File: config.mk
export PLATFORM = sky130hd
export DESIGN_NAME = plab4_net_router_output_sched
export DESIGN_NICKNAME = d
export VERILOG_FILES = /design/src/rtl/plab4_net_router_output_sched.sv
export SDC_FILE = /design/constraint.sdc
export NUM_CORES = 1
export LEC_CHECK = 0
export BUFFER_PORTS_ARGS = -buffer_cell sky130_fd_sc_hd__buf_2
export CORE_AREA = 2 2 39 41
export DETAILED_ROUTE_END_ITERATION = 8
export DIE_AREA = 0 0 41 43
export GPL_TIMING_DRIVEN = 0
export PLACE_DENSITY = 0.49
export SYNTH_ARGS = -nofsm -noshare
export SYNTH_HDL_FRONTEND = slang
export SYNTH_SLANG_ARGS = --single-unit
export TNS_END_PERCENT = 1
File: constraint.sdc
create_clock -name clk -period 3.2 [get_ports clk]
set_input_delay 0.16 -clock clk [delete_from_list [all_inputs] [get_ports clk]]
set_output_delay 0.16 -clock clk [all_outputs]
set_load 0.02 [all_outputs]
File: src/rtl/plab4_net_router_output_sched.sv
// Round-robin scheduler for one ring-router output channel with downstream credit tracking.
// Credit state is built only when PLAB4_NET_SCHED_CREDIT_EN is defined.
`default_nettype none

module plab4_net_router_output_sched #(
   parameter int p_num_credits    = 3,
   parameter int p_num_free_nbits = 2
) (
   input  logic                        clk,
   input  logic                        reset,
   input  logic [2:0]                  reqs,
   output logic [2:0]                  grants,
   output logic                        out_val,
   input  logic                        out_rdy,
   input  logic                        credit_ret,
   output logic [p_num_free_nbits-1:0] num_free,
   output logic                        credit_err
);

   localparam logic [p_num_free_nbits-1:0] c_num_credits = p_num_free_nbits'(p_num_credits);
   localparam logic [p_num_free_nbits-1:0] c_one         = p_num_free_nbits'(1);

   logic [2:0] prio_q;
   logic [2:0] prio_d;
   logic       can_send;
   logic       fire;

`ifdef PLAB4_NET_SCHED_CREDIT_EN
   logic [p_num_free_nbits-1:0] credit_cnt_q;
   logic [p_num_free_nbits-1:0] credit_cnt_d;
   logic                        credit_err_q;
   logic                        credit_err_d;

   assign can_send = out_rdy & (credit_cnt_q != '0);

   // A send and a return in the same cycle cancel out.
   always_comb begin
      credit_cnt_d = credit_cnt_q;
      credit_err_d = credit_err_q;
      if (fire && !credit_ret) begin
         credit_cnt_d = credit_cnt_q - c_one;
      end else if (!fire && credit_ret) begin
         if (credit_cnt_q < c_num_credits) begin
            credit_cnt_d = credit_cnt_q + c_one;
         end else begin
            credit_err_d = 1'b1;
         end
      end
   end

   always_ff @(posedge clk or posedge reset) begin
      if (reset) begin
         credit_cnt_q <= c_num_credits;
         credit_err_q <= 1'b0;
      end else begin
         credit_cnt_q <= credit_cnt_d;
         credit_err_q <= credit_err_d;
      end
   end

   assign num_free   = credit_cnt_q;
   assign credit_err = credit_err_q;
`else
   logic unused_credit_ret;
   assign unused_credit_ret = credit_ret;

   assign can_send   = out_rdy;
   assign num_free   = c_num_credits;
   assign credit_err = 1'b0;
`endif

   // Search starts at the pointer bit and wraps upward.
   always_comb begin
      grants = 3'b000;
      if (can_send) begin
         case (prio_q)
            3'b010: begin
               if      (reqs[1]) grants = 3'b010;
               else if (reqs[2]) grants = 3'b100;
               else if (reqs[0]) grants = 3'b001;
            end
            3'b100: begin
               if      (reqs[2]) grants = 3'b100;
               else if (reqs[0]) grants = 3'b001;
               else if (reqs[1]) grants = 3'b010;
            end
            default: begin
               if      (reqs[0]) grants = 3'b001;
               else if (reqs[1]) grants = 3'b010;
               else if (reqs[2]) grants = 3'b100;
            end
         endcase
      end
   end

   assign out_val = |grants;
   assign fire    = out_val;
   assign prio_d  = fire ? {grants[1:0], grants[2]} : prio_q;

   always_ff @(posedge clk or posedge reset) begin
      if (reset) begin
         prio_q <= 3'b001;
      end else begin
         prio_q <= prio_d;
      end
   end

endmodule

`default_nettype wire
# After elaboration in Yosys (flattened, before gate mapping)
# Cells that the tools add are included.
# Widths: inputs -> output; s select.
[totals]
regBits = 3
latch_bits = 0
ramBits = 0
mem_bits_ro = 0
input_bits = 7
out_inout_bits = 7
elab_cells = 15
n_memories = 0
[op_classes]
add_sub_neg = 0
n_mul = 0
n_div = 0
n_lt_le_gt_ge = 0
eq_ne = 2
shift = 0
n_mux = 11
n_bitwise = 0
n_reduce_logical = 1
[op_table]
columns = ["operator", "count"]
rows = [
  ["$mux 3", 7],
  ["$pmux 3 s2", 1],
  ["$mux 2", 2],
  ["$eq 3x2->1 const B", 1],
  ["$eq 3x3->1 const B", 1],
  ["$reduce_or 3->1", 1],
  ["$mux 1", 1],
]

# Longest topological paths before layout
[depth]
depth_word = 6
mapped_depth = 3
ltp_nobuf = 3

# Least setup slack after synthesis
# No wires, ideal clock.
[synth_path]
kind = "reg2out"
startpoint = "reg prio_q[0]"
endpoint = "out grants[0]"
t_arrival_ns = 1.293
required_time_ns = 3.040
slack_ns = 1.747
path_stages_with_launch = 4
n_path_buf = 0
cell_sequence = "dfstp_2 nor3b_1 a21oi_1 a21boi_0"
[synth_between]
elab_chain_cells = 3
elab_cells_between_ends = 4
cone_classes = "2 x eq/ne; 2 x mux"
[synth_rtl]
columns = ["element", "line_no", "text"]
rows = [
  ["from (decl)", "23", "logic [2:0] prio_q;"],
  ["from (signal assigned)", "104", "prio_q <= prio_d;"],
  ["$eq 3x3->1 or $eq 3x2->1 (tied branches)", "76", "case (prio_q)"],
  ["$pmux 3 s2 (*)", "76", ""],
  ["$mux 3 (*)", "75", "if (can_send) begin"],
  ["to (decl)", "12", "output logic [2:0] grants,"],
]
# Mark *: on every way between the ends. The rest lies on a longest branch, timed or not.

# Worst setup path after layout
# Ends and elaborated chain as after synthesis.

==> impl_results.md <==
- Final WL: 601 um
- Avg Inst Size Synth: 8.39 um2
- Kind of critical path: flop to output port
- Synth top area cells: dfrtp_1 18%, dfstp_2 9.2%, buf_4 7.9%, o311a_4 7.5%, o21ai_0 5.3%
- Design Area, Final: 390 um2
- Metal-1 WL: 266 um
- EDFF count, synth: 0
- ANT cells: 0
- Met2 wire len: 240 um
- Largest Register: prio_q
- Worst-Skew Late Latency: 230 ps
- Fill count: 155
- Placer Congestion: 0.767
- Area Growth Syn to Fin: 36.8%
- Worst setup path startpoint: prio_q[0]
- Status: finished clean
- Seq cells post-synth: 3
- Antenna Violating Nets Remaining: 0
- Hold Crit Class: input pin to flop
- Most area-hungry cell type in the Yosys netlist: dfrtp_1
- Achievable Freq: 637 MHz
- Max rail drop VDD: 0.209 mV
- I/O pin total: 14
- Die area: 0.00176 mm2
- H-tree depth reported by CTS: 1
- Chip height: 43 um
- Slew Viols, Final: 0
- Met3 WL post-DR: 70 um
- Synth warnings: 0
- Worst r2r src: prio_q[1]
- GRT Residual Overflow: 0
- Layout cells sized above 1: 40.8%
- Standby leakage power: 0.195 nW
- Gate Count Post-Synth: 34
- Core Rows: 14
- Nets: 57
- Async set-reset flop share out of synthesis: 100%
- Vias per inst: 4.43
- Core area: 0.00138 mm2
- Share of the synthesized area in the top cell type: 17.5%
- DR pass1 iterations: 4
- Max Buffers Root-to-Sink: 2
- Buffers on Ports: 9
- DRT iter0 DRCs: 11
- Initial Utilization: 20.6%
- Residual DRC: 0
- Setup Viol. Count Final: 0
- First-pass GRT wire length: 917 um
- Via count: 288
- Final hold violations: 0
- Crit Path Max Fanout: 5
- Max Cap Viol: 0
- PwrDens: 502 mW/mm2
- # clock sinks: 3
- HP Start: out_rdy
- Final setup TNS: 0 ps
- Largest net degree at the start of global routing: 8
- Vias in the first global route: 228
- Number of distinct library cells after synthesis: 22
- Largest register FFs: 3
- Top FF cell, synth: dfrtp_1
- Setup Skew: 3.01 ps
- WL/cell: 9.25 um
- Fin crit period: 1570 ps
- Period utilisation layout: 49.1%
- Root Buffer: clkbuf_4
- Sequential area share after synthesis: 26.8%
- RSZ-0062 raised after global routing: false
- Area post-placement: 354 um2
- Critical Path AT: 1410 ps
- Post-Syn Area: 285 um2
- Clk slew on worst S/H paths: 40 ps
- Top layer in use: met4
- CTS buffer count: 3
- Biggest regs: prio_q x3
- CTS tree: done
- Synth top cells by count: 3 x buf_4, 3 x inv_1, 3 x o21ai_0
- Chip Width: 41 um
- Antenna violations before repair: 0
- Worst EP required: 3040 ps
- Critical Path End Type: output port
- GRT Total Usage: 8.54%
- Nature of the critical path startpoint: flop
[logic make-up (layout without fill, tap and decap cells)]
logic type | after synthesis | in the layout | synth area share (%)
AOI/OAI and AO/OA | 12 | 12 | 34.2
xor gates and xnor gates | 1 | 1 | 3.07
buffers and inverters | 6 | 20 | 11.8
DFF | 3 | 3 | 26.8
other | 2 | 3 | 2.63
and+or+nand+nor | 10 | 10 | 21.5
[power by group]
part | switching (mW) | internal (mW)
Sequential | 0.0161 | 0.0492
Combinational | 0.0342 | 0.0321
Clock | 0.0179 | 0.0466
Total | 0.0683 | 0.128
[per-stage QoR]
step | util (%) | worst slack (ps) | cells | power, mW | hold WS [ps]
6_report | 28.2 | 1630 | 65 | 0.196 | 268
5_1_grt | 28.2 | 1490 | 65 | 0.213 | 270
4_1_cts | 28.2 | 1600 | 65 | 0.199 | 260
3_5_place_dp | 25.6 | 1860 | 60 | 0.131 | 24.7
3_3_place_gp | 25.6 | 1860 | 60 | 0.132 | 26.3
2_1_floorplan | - | 1750 | 35 | 0.112 | -87.1
[worst paths after layout]
path                       slack, ps   endpoint  depth (start not counted)
min reg2reg                      540  prio_q[0]                          1
max in group asynchronous       2660  prio_q[0]                          3
min in group asynchronous        330  prio_q[2]                          3
max reg2reg                     1980  prio_q[0]                          3
max                             1630  grants[0]                          4
min                              270  prio_q[2]                          3
[timing repair]
action / in CTS / in global routing
hold buffers: 1 / 0
endpoints found under the hold margin: 3 / 0
resized for setup: 0 / 0
setup buffers: 0 / 0
[layout by cell type (no fill, tap or decap), types with 2 or more instances in the layout]
master    count
nor2_1        2
nand2_1       2
o21ai_0       3
nor3b_1       2
nor2b_1       2
buf_4         3
conb_1        3
clkbuf_4      3
dfrtp_1       2
buf_2         9
inv_1         3
[layer usage]
layer	up-vias	track usage, %
met3	4	3.14
met5	-	0
met2	19	10.3
li1	143	-
met4	0	10.0
met1	122	10.0
[critical path, stage by stage (launching register included)]
cell,delay [ps]
dfstp_2,550
nor3b_1,70
a21oi_1,190
a21boi_0,190
buf_2,190
[area by class of cell]
type                    instances  area [um2]  area share, %
clock buffers                   4        26.3           6.73
well taps                      16        20.0           5.13
repair buffers                 10        55.1           14.1
plain buffers                   3        22.5           5.77
inverters                       3        11.3           2.88
multi-input cells              26         179           45.8
flip-flops and latches          3        76.3           19.6
Power figures use the tool's default switching activity.
